[config.mk]
export PLATFORM = sky130hd
export DESIGN_NAME = data_mem_arbiter
export DESIGN_NICKNAME = d
export VERILOG_FILES = /design/src/rtl/dmarb_pkg.sv /design/src/rtl/dmarb_starve_ctr.sv /design/src/rtl/data_mem_arbiter.sv
export SDC_FILE = /design/constraint.sdc
export NUM_CORES = 1
export LEC_CHECK = 0
export CAP_MARGIN = 10
export CELL_PAD_IN_SITES_DETAIL_PLACEMENT = 1
export CELL_PAD_IN_SITES_GLOBAL_PLACEMENT = 1
export CORE_MARGIN = 2
export CORE_UTILIZATION = 19
export CTS_CLUSTER_DIAMETER = 200
export DETAILED_ROUTE_END_ITERATION = 8
export PLACE_DENSITY_LB_ADDON = 0.1
export SLEW_MARGIN = 30
export SYNTH_ARGS = -nofsm -noshare
export SYNTH_HDL_FRONTEND = slang
export SYNTH_SLANG_ARGS = --single-unit
[constraint.sdc]
create_clock -name DMARB_CLK -period 1.8 [get_ports DMARB_CLK]
set_input_delay 0.36 -clock DMARB_CLK [delete_from_list [all_inputs] [get_ports DMARB_CLK]]
set_output_delay 0.36 -clock DMARB_CLK [all_outputs]
set_load 0.02 [all_outputs]
[src/rtl/dmarb_pkg.sv]
// Shared definitions for the data memory arbiter: FSM state encoding and a
// constant-evaluable ceiling-log2 used to size the burst and starvation counters.
package dmarb_pkg;

  // Pipeline owns the memory by default; S_DMA marks a locked D burst.
  typedef enum logic {
    S_PIPE = 1'b0,
    S_DMA  = 1'b1
  } state_e;

  // Bits needed to hold values 0..value-1 (never less than 1).
  function automatic int unsigned clog2(input int unsigned value);
    int unsigned result;
    int unsigned span;
    result = 0;
    span   = 1;
    while (span < value) begin
      span   = span << 1;
      result = result + 1;
    end
    return (result == 0) ? 1 : result;
  endfunction

endpackage

[src/rtl/dmarb_starve_ctr.sv]
// Saturating starvation counter for requester D. Counts consecutive refused
// cycles, clears on a grant or an idle D, and flags when the limit is reached.
module dmarb_starve_ctr
  import dmarb_pkg::*;
#(
  parameter int unsigned LIMIT = 8
) (
  input  logic clk,
  input  logic rst_n,
  input  logic clr,
  input  logic inc,
  output logic hit
);

  localparam int unsigned   CW      = clog2(LIMIT + 1);
  localparam logic [CW-1:0] LIMIT_C = CW'(LIMIT);

  logic [CW-1:0] cnt_q;
  logic [CW-1:0] cnt_d;

  // Next count: clear wins, otherwise increment up to the limit and hold there.
  always_comb begin
    // NOTE: default assignment first so no path through the block infers a latch.
    cnt_d = cnt_q;
    if (clr) begin
      cnt_d = '0;
    end else if (inc && (cnt_q != LIMIT_C)) begin
      cnt_d = cnt_q + 1'b1;
    end
  end

  // Count register.
  always_ff @(posedge clk or negedge rst_n) begin
    // NOTE: sequential state uses non-blocking assignments so all flops update together.
    if (!rst_n) begin
      cnt_q <= '0;
    end else begin
      cnt_q <= cnt_d;
    end
  end

  assign hit = (cnt_q == LIMIT_C);

endmodule

[src/rtl/data_mem_arbiter.sv]
// Arbitrates the single-port data memory between the pipeline memory stage (P)
// and a DMA/loader/debug master (D). P has priority; a starved D is forced a
// grant and then holds the memory for a locked burst of at most MAX_BURST beats.
// Optional: define DMARB_STATS_EN to add a saturating stall-cycle counter output.
module data_mem_arbiter
  import dmarb_pkg::*;
#(
  parameter int unsigned WIDTH        = 32,
  parameter int unsigned MAX_BURST    = 4,
  parameter int unsigned STARVE_LIMIT = 8
) (
  input  logic             DMARB_CLK,
  input  logic             DMARB_RST,
  input  logic             DMARB_PReq,
  input  logic             DMARB_PWrite,
  input  logic [WIDTH-1:0] DMARB_PAddr,
  input  logic [WIDTH-1:0] DMARB_PWData,
  output logic             DMARB_Stall,
  input  logic             DMARB_DValid,
  input  logic             DMARB_DWrite,
  input  logic             DMARB_DLast,
  input  logic [WIDTH-1:0] DMARB_DAddr,
  input  logic [WIDTH-1:0] DMARB_DWData,
  output logic             DMARB_DReady,
  output logic [WIDTH-1:0] DMARB_DRData,
  output logic             DMARB_DRValid,
  output logic [WIDTH-1:0] DMARB_MemA,
  output logic [WIDTH-1:0] DMARB_MemWD,
  output logic             DMARB_MemWE,
  input  logic [WIDTH-1:0] DMARB_MemRD
`ifdef DMARB_STATS_EN
  ,
  output logic [31:0]      DMARB_StallCnt
`endif
);

  localparam int unsigned        BURST_W     = clog2(MAX_BURST + 1);
  localparam logic [BURST_W-1:0] MAX_BURST_C = BURST_W'(MAX_BURST);

  state_e             state_q;
  state_e             state_d;
  logic [BURST_W-1:0] burst_cnt_q;
  logic [BURST_W-1:0] burst_cnt_d;
  logic               drvalid_q;
  logic               drvalid_d;
  logic [WIDTH-1:0]   drdata_q;
  logic [WIDTH-1:0]   drdata_d;
  logic               starve_hit;
  logic               grant_d;
  logic               grant_p;

  dmarb_starve_ctr #(
    .LIMIT (STARVE_LIMIT)
  ) u_starve_ctr (
    .clk   (DMARB_CLK),
    .rst_n (DMARB_RST),
    .clr   (grant_d | ~DMARB_DValid),
    .inc   (DMARB_DValid & ~grant_d),
    .hit   (starve_hit)
  );

  // Grant decision and burst bookkeeping from the current state and requests.
  always_comb begin
    grant_d     = 1'b0;
    grant_p     = 1'b0;
    state_d     = state_q;
    burst_cnt_d = burst_cnt_q;
    unique case (state_q)
      S_PIPE: begin
        grant_d = DMARB_DValid & (~DMARB_PReq | starve_hit);
        grant_p = DMARB_PReq & ~grant_d;
        if (grant_d && !(DMARB_DLast || (MAX_BURST == 32'd1))) begin
          state_d     = S_DMA;
          burst_cnt_d = BURST_W'(1);
        end
      end
      S_DMA: begin
        grant_d = DMARB_DValid;
        // An idle D, its last beat, or the burst cap all release ownership.
        if (!grant_d || DMARB_DLast || ((burst_cnt_q + 1'b1) == MAX_BURST_C)) begin
          state_d     = S_PIPE;
          burst_cnt_d = '0;
        end else begin
          burst_cnt_d = burst_cnt_q + 1'b1;
        end
      end
      default: begin
        state_d = S_PIPE;
      end
    endcase
    // While reset is held nobody owns the memory, so no write can slip out.
    if (!DMARB_RST) begin
      grant_d = 1'b0;
      grant_p = 1'b0;
    end
  end

  // Memory port mux, handshake outputs and next value of the D read return.
  always_comb begin
    if (grant_d) begin
      DMARB_MemA  = DMARB_DAddr;
      DMARB_MemWD = DMARB_DWData;
      DMARB_MemWE = DMARB_DWrite;
    end else begin
      DMARB_MemA  = DMARB_PAddr;
      DMARB_MemWD = DMARB_PWData;
      DMARB_MemWE = grant_p & DMARB_PWrite;
    end
    DMARB_DReady = grant_d;
    DMARB_Stall  = DMARB_PReq & ~grant_p;
    drvalid_d    = grant_d & ~DMARB_DWrite;
    drdata_d     = drvalid_d ? DMARB_MemRD : drdata_q;
  end

  // Arbiter FSM with its registered read-return outputs.
  always_ff @(posedge DMARB_CLK or negedge DMARB_RST) begin
    if (!DMARB_RST) begin
      state_q     <= S_PIPE;
      burst_cnt_q <= '0;
      drvalid_q   <= 1'b0;
      drdata_q    <= '0;
    end else begin
      state_q     <= state_d;
      burst_cnt_q <= burst_cnt_d;
      drvalid_q   <= drvalid_d;
      drdata_q    <= drdata_d;
    end
  end

  assign DMARB_DRValid = drvalid_q;
  assign DMARB_DRData  = drdata_q;

`ifdef DMARB_STATS_EN
  logic [31:0] stall_cnt_q;
  logic [31:0] stall_cnt_d;

  // Stall-cycle counter, saturating at all ones.
  always_comb begin
    stall_cnt_d = stall_cnt_q;
    if (DMARB_Stall && (stall_cnt_q != 32'hFFFF_FFFF)) begin
      stall_cnt_d = stall_cnt_q + 32'd1;
    end
  end

  // Stall-cycle counter register.
  always_ff @(posedge DMARB_CLK or negedge DMARB_RST) begin
    if (!DMARB_RST) begin
      stall_cnt_q <= '0;
    end else begin
      stall_cnt_q <= stall_cnt_d;
    end
  end

  assign DMARB_StallCnt = stall_cnt_q;
`endif

endmodule

# Yosys cells after proc, flatten, opt, wreduce, memory -nomap -nowiden
# Index checks and enable logic that the tools add are counted.
[word_totals]
ff_bits = 41
out_inout_bits = 100
word_cells = 48
[op_classes]
add_sub_neg = 2
n_eq_ne = 4
n_mux = 15
bitwise = 15
n_reduce_logical = 7
[op_table]
columns = ["operator", "count"]
rows = [
  ["2-to-1 mux 32 bit", 2],
  ["2-to-1 mux 4 bit", 2],
  ["inverter 1 bit", 7],
  ["AND 1 bit", 6],
  ["2-to-1 mux 1 bit", 6],
  ["2-to-1 mux 3 bit", 2],
  ["one-hot mux 3 bit (2 select lines)", 1],
  ["adder 4 x 1 -> 4 bit, second input constant", 1],
  ["equality test 4 bit, second input constant", 1],
  ["inequality test 4 bit, second input constant", 1],
  ["one-hot mux 1 bit (2 select lines)", 2],
  ["adder 3 x 1 -> 3 bit, second input constant", 1],
  ["equality test 3 bit, second input constant", 1],
  ["logical AND 1 bit", 2],
  ["zero test 1 bit", 2],
  ["logical OR 1 bit", 2],
  ["inequality test 2 bit, second input constant", 1],
  ["OR 1 bit", 2],
  ["nonzero test 2 bit", 1],
]

# Depth between registers and ports, before layout
# Gate-level depths: netlist of the first run.
[logic_depth]
word_depth = 10
mapped_depth = 7
ltp_nobuf = 5

# Modules after synthesis
# A second synthesis of the first run with hierarchy kept.
[unflattened]
hier_cells = 193
area_unflattened_um2 = 2621.3
[by_module_without_submodules]
columns = ["module", "instances", "cells_per_inst", "area_per_inst_um2"]
rows = [
  ["data_mem_arbiter", 1, 169, 2388.5],
  ["dmarb_starve_ctr", 1, 24, 232.7],
]

# Least setup slack after synthesis of the first run
# No wires, ideal clock.
[synth_timing]
path_kind = "flip-flop to output port"
from = "reg u_starve_ctr.cnt_q[0]"
to = "out DMARB_MemA[0]"
t_arrival_ps = 1604
t_required_ps = 1440
slack_ps = -164
path_stages_with_launch = 8
n_path_buf = 2
cell_sequence = "dfrtp_1 -> inv_1 -> ha_1 -> nand3b_4 -> a21oi_4 -> buf_6 -> buf_12 -> mux2_4"
[synth_via]
elab_chain_len = 6
[synth_rtl]
columns = ["element", "line", "rtl"]
rows = [
  ["start: declaration", "dmarb_starve_ctr.sv:18", "logic [CW-1:0] cnt_q;"],
  ["start signal: assignment", "dmarb_starve_ctr.sv:38", "cnt_q <= cnt_d;"],
  ["equality test 4 bit", "dmarb_starve_ctr.sv:42", "assign hit = (cnt_q == LIMIT_C);"],
  ["OR 1 bit", "data_mem_arbiter.sv:70", "grant_d = DMARB_DValid & (~DMARB_PReq | starve_hit);"],
  ["AND 1 bit", "data_mem_arbiter.sv:70", ""],
  ["one-hot mux 1 bit (2 select lines)", "data_mem_arbiter.sv:68", "unique case (state_q)"],
  ["2-to-1 mux 1 bit", "data_mem_arbiter.sv:92", "if (!DMARB_RST) begin"],
  ["2-to-1 mux 32 bit", "data_mem_arbiter.sv:100", "if (grant_d) begin"],
  ["end: declaration", "data_mem_arbiter.sv:27", "output logic [WIDTH-1:0] DMARB_MemA,"],
]
# Every way passes these cells.

# Final worst setup path of the first run
[layout_timing]
from = "reg u_starve_ctr.cnt_q[0]"
to = "out DMARB_MemA[20]"
# The elaborated chain is that of the path after synthesis.

==> results.cfg, run 1 <==
[floorplanning]
ioPinCount = 267
dieArea_um2 = 15300
die_h_um = 124
die_w_um = 124
rows = 43
start_util_pct = 19.5
core_um2 = 13900

[yosys]
synth-xor-area-share_pct = 1.29
synth-simple-area-share_pct = 4.09
synthAdderAreaFrac_pct = 1.84
synth-seq-cells = 41
synthTopCellsByCount = 55 x mux2_2, 41 x dfrtp_1, 40 x mux2_4
syn_avg_cell_area_um2 = 14.6
synth_largest_area_cell = dfrtp_1
ys.flop_type = dfrtp_1
synth_top_area_share_pct = 37.7
synthDistinctLibCells = 33
ys_async_sr_fraction_pct = 100
synth_top_family_by_area = multiplexers
yosys_warnings = 0
synth_edf_count = 0
yosysSeqAreaShare_pct = 37.7
synth_compound_gate_area_share_pct = 4.18
syn_inst = 187
netlist_top_cells_area = dfrtp_1 38%, mux2_2 23%, mux2_4 22%
synth_most_common_cell = mux2_2
syn_nets = 358
muxShareOfSynthArea_pct = 45.6
syn_area_um2 = 2720

[sta]
fin_skew_ns = 0.00282
maxSlewViolCount = 0
tightest_slew_ns = 0.323
period_share_pct = 135
fin_crit_ns = 2.42
maxSlewHeadroom_pct = 78.5
setup_ws_ns = -0.621
setup_viol = 102
holdWs_ns = 0.0985
setup_tns_ns = -47.30
max_freq_ghz = 0.413
hold_viol_final = 0
grt_setup_unrepaired = yes

[global_route]
grt_max_degree = 34
track_usage_pct = 15.4
antenna_found_initial = 2
grt_pass1_vias = 2925
grt_pass1_wl_um = 17700
grt_overflow = 0

[power]
power_uw = 4210
powerDensity_nw_per_um2 = 649
p_leak_uw = 0.00289
irDropWorstVdd_uv = 580

[final_layout]
stdcell_area_um2 = 6490
fillCellCount = 1477
drive_gt1_share_pct = 47.0
area_growth_pct = 139
post-route-util_pct = 46.6
fin_nets = 676

[cts]
clk_path_buf_depth = 2
cts_buffers = 5
path_clk_slew_ns = 0.06
clock_sinks = 41
htree_levels = 2
cts_root_buf = clkbuf_16
cts_tree = built
clock_latency_ns = 0.28

[routing]
drt_iter0_drc = 53
drc = 0
firstDrtPassIters = 3
viasPerCell = 4.16
routedWlPerCell_um = 19.5
ant_nets = 0
vias = 2859
routed_wl_um = 13400

[min_path]
min_path_type = in -> async

[place]
place.gp.congestion = 0.736
dp_hpwl_um = 10300
place_area_um2 = 5740
port_buffers = 266

[setup_path]
worstPathRequired_ns = 1.44
crit_path_top_delay_cell = dfrtp_1
path_class = reg -> out
critPathBufInv = 5
crit_chain = inv_2 -> ha_4 -> nand3b_4 -> a21oi_4 -> buf_12 -> buf_12 -> clkbuf_16 -> mux2_4 -> buf_6
slowest_delay_ns = 0.40
worstPathArrival_ns = 2.06
worst_setup_path_start_kind = register
end_kind = output pin
cp_common_cell = buf_12
cp_max_fo = 8
cpLargestDelayFamily = buffers and inverters

[run_status]
violations = negative setup slack
status = complete, but fails checks

[flow_run]
cap_violations = 0
[per-stage QoR]
| step | worst slack [ns] | cells |
|---|---|---|
| 6_report | -0.621 | 688 |
| 5_1_grt | -0.687 | 687 |
| 4_1_cts | -0.713 | 661 |
| 3_5_place_dp | -0.903 | 648 |
| 3_3_place_gp | -0.858 | 648 |
| 2_1_floorplan | -0.117 | 187 |
[cell families (layout without fill, tap and decap cells)]
kind of cell             after synthesis  in the layout
multiplexers                          97             97
flip-flops                            41             41
AND/OR/NAND/NOR                       15             15
buffers and inverters                 14            333
AO/OA/AOI/OAI                         12             12
adder cells (fa/ha/maj)                4              4
XOR/XNOR                               4              4
other                                  0              2
[flip-flops by register name, summed over array words and instances, names as in the netlist]
signal,count
DMARB_DRData,32
u_starve_ctr.cnt_q,4
burst_cnt_q,3
DMARB_DRValid,1
state_q,1
[cell usage in the layout, fill, tap and decap left out, types with 3 or more instances in the layout]
master,n
buf_2,13
buf_4,35
clkdlybuf4s50_1,198
buf_6,60
mux2_2,8
buf_12,7
ha_1,3
dfrtp_1,41
clkbuf_16,11
mux2_4,88
nor3_1,3
[what timing repair did]
| item | CTS | global route |
|---|---|---|
| gates resized for setup | 264 | 193 |
| hold buffers | 0 | 0 |
| endpoints found under the setup margin | 67 | 102 |
| buffers inserted | 5 | 19 |
| cloned | 0 | 7 |
| pin swaps | 0 | 9 |
[power by group]
part | switching [uW] | internal (uW) | total, uW | leakage, uW
registers | 112 | 1110 | 1220 | 0.000503
clock network | 370 | 508 | 878 | 0.0000696
logic | 805 | 1310 | 2110 | 0.00232
[layer usage]
metal	GRT usage [%]	vias to the layer above	routed length, um
met2	27.5	145	6840
met3	6.68	16	1550
li1	-	1328	-
met4	4.76	2	221
met5	0	-	19
met1	16.2	1368	4790
[final timing paths]
path | cells after the start | slack, ns | start | endpoint
setup / recovery | 9 | -0.62 | u_starve_ctr.cnt_q[0]$_DFFE_PN0P_ | DMARB_MemA[20]
hold / removal | 2 | 0.1 | DMARB_RST | DMARB_DRData[17]$_DFFE_PN0P_
setup reg to reg | 11 | -0.34 | u_starve_ctr.cnt_q[0]$_DFFE_PN0P_ | DMARB_DRData[19]$_DFFE_PN0P_
hold reg to reg | 1 | 0.51 | DMARB_DRData[23]$_DFFE_PN0P_ | DMARB_DRData[23]$_DFFE_PN0P_
max in group asynchronous | 3 | 1.10 | DMARB_RST | DMARB_DRData[23]$_DFFE_PN0P_
min in group DMARB_CLK | 1 | 0.51 | DMARB_DRData[23]$_DFFE_PN0P_ | DMARB_DRData[23]$_DFFE_PN0P_
[area by class of cell]
| type | instances | area (um^2) | share of cell area [%] |
|---|---|---|---|
| tap | 180 | 225 | 3.47 |
| sequential | 41 | 1030 | 15.8 |
| antenna | 2 | 5.00 | 0.0771 |
| timing repair buffer | 321 | 3320 | 51.1 |
| clock buffer | 5 | 125 | 1.93 |
| inverter | 4 | 15.0 | 0.231 |
| multi-input combinational | 132 | 1760 | 27.1 |
| clock inverter | 3 | 17.5 | 0.270 |
(Power assumes the default switching activity.)
==> inputs of run 2 (changes only) <==
GPL_TIMING_DRIVEN = 0   (was default)
==> results.cfg, run 2 (synthesis gave the netlist of run 1 again) <==
[run_status]
status = complete, but fails checks
violations = negative hold slack, negative setup slack

[sta]
fin_crit_ns = 2.43
hold_viol_final = 12
maxSlewViolCount = 0
setup_ws_ns = -0.634
setup_viol = 67
tightest_slew_ns = 0.534
grt_setup_unrepaired = yes
holdWs_ns = -0.00535
maxSlewHeadroom_pct = 64.1
period_share_pct = 135
max_freq_ghz = 0.411
fin_skew_ns = 0.00565

[floorplanning]
die_w_um = 124
rows = 43
ioPinCount = 267
dieArea_um2 = 15300
start_util_pct = 19.5
core_um2 = 13900
die_h_um = 124

[cts]
htree_levels = 2
clk_path_buf_depth = 2
path_clk_slew_ns = 0.06
clock_sinks = 41
cts_tree = built
cts_root_buf = clkbuf_16
clock_latency_ns = 0.28
cts_buffers = 5
cts-hold-fix-buffers = 0

[routing]
drt_iter0_drc = 36
vias = 2778
routed_wl_um = 12700
routedWlPerCell_um = 19.0
ant_nets = 0
firstDrtPassIters = 4
drc = 0
viasPerCell = 4.15

[place]
post-place-cells = 633
dp_hpwl_um = 10200
place.gp.congestion = 0.707
port_buffers = 266

[final_layout]
multi_input_area_um2 = 1580
largest_reg_flops = 32
final_cell_mix = 196 x clkdlybuf4s50_1, 58 x buf_6, 50 x mux2_2
drive_gt1_share_pct = 44.4
fillCellCount = 1497
layout_commonest_cell = clkdlybuf4s50_1
area_growth_pct = 129
final_cells = 670
seqCellArea_um2 = 1030
post-route-util_pct = 44.7
fin_nets = 659

[setup_path]
worstPathRequired_ns = 1.44
path_class = reg -> out
end_kind = output pin
cp_max_fo = 7
worst_setup_path_start_kind = register
worstPathArrival_ns = 2.07

[power]
powerDensity_nw_per_um2 = 677
power_uw = 4220
p_leak_uw = 0.00268
irDropWorstVdd_uv = 737

[global_route]
grt_pass1_vias = 2975
antenna_found_initial = 1
grt_max_degree = 46
track_usage_pct = 15.7
grt_overflow = 0
grt_pass1_wl_um = 18000

[min_path]
min_path_type = in -> async

[flow_run]
cap_violations = 0
-- run 2: cell type report --
cell class,count,share of cell area (%)
plain buffers,9,2.57
diodes,1,0.0401
flip-flops and latches,41,16.5
clock inverters,1,0.482
repair buffers,295,48.9
multi-input cells,132,25.4
clock buffers,7,2.29
inverters,4,0.241
well taps,180,3.61
-- run 2: timing repair --
| item | in CTS | in global routing |
|---|---|---|
| setup endpoints to repair | 96 | 98 |
| setup buffers | 20 | 6 |
| resized for setup | 390 | 29 |
| cloned | 5 | 2 |
| pin swaps | 2 | 3 |
-- run 2: metrics by stage --
stage / area (um^2) / TNS [ns] / hold WS [ns] / setup WS, ns
final: 6230 / -35.16 / -0.00535 / -0.634
after global routing: 6230 / -40.76 / 0.0212 / -0.711
after CTS: 6170 / -36.62 / 0.00559 / -0.679
after detailed placement: 5620 / -76.93 / 0.406 / -1.07
after global placement: 5630 / -287.95 / 0.472 / -2.73
after floorplan: 2740 / -6.14 / 0.0644 / -0.117
-- run 2: per-layer routing --
metal | vias to the layer above | track usage, % | part of all wire (%)
li1 | 1287 | - | -
met4 | 0 | 3.55 | 0.73
met5 | - | 0 | 0
met2 | 138 | 28.7 | 52
met3 | 7 | 6.96 | 12
met1 | 1346 | 16.6 | 35
-- run 2: report_power, final --
group | internal [uW] | switching (uW) | total (uW)
Sequential | 1110 | 100 | 1210
Combinational | 1190 | 784 | 1970
Clock | 693 | 349 | 1040
-- run 2: worst max-delay path, cell delays in order, from the launching register on --
cell and delay, ns:
dfrtp_1 0.38, inv_2 0.08, ha_4 0.14, nand3b_4 0.09, a21oi_4 0.18, buf_12 0.16, buf_12 0.12, buf_12 0.11
buf_6 0.10, mux2_4 0.29, buf_6 0.13
-- run 2: final timing paths --
kind	from	endpoint	cells past startpoint	slack [ns]
worst min register to register	DMARB_DRData[23]$_DFFE_PN0P_	DMARB_DRData[23]$_DFFE_PN0P_	1	0.49
max in group asynchronous	DMARB_RST	u_starve_ctr.cnt_q[1]$_DFFE_PN0P_	1	1.50
min in group DMARB_CLK	DMARB_DRData[23]$_DFFE_PN0P_	DMARB_DRData[23]$_DFFE_PN0P_	1	0.49
worst max register to register	u_starve_ctr.cnt_q[0]$_DFFE_PN0P_	DMARB_DRData[10]$_DFFE_PN0P_	8	0.07
worst min-delay path	DMARB_RST	DMARB_DRData[5]$_DFFE_PN0P_	1	-0.005
worst max-delay path	u_starve_ctr.cnt_q[0]$_DFFE_PN0P_	DMARB_MemWD[19]	10	-0.63
==> inputs of run 3 (changes only) <==
CAP_MARGIN = default   (was 10)
==> results of run 3 <==
No change in the layout: final DEF, timing and power equal those of run 2.
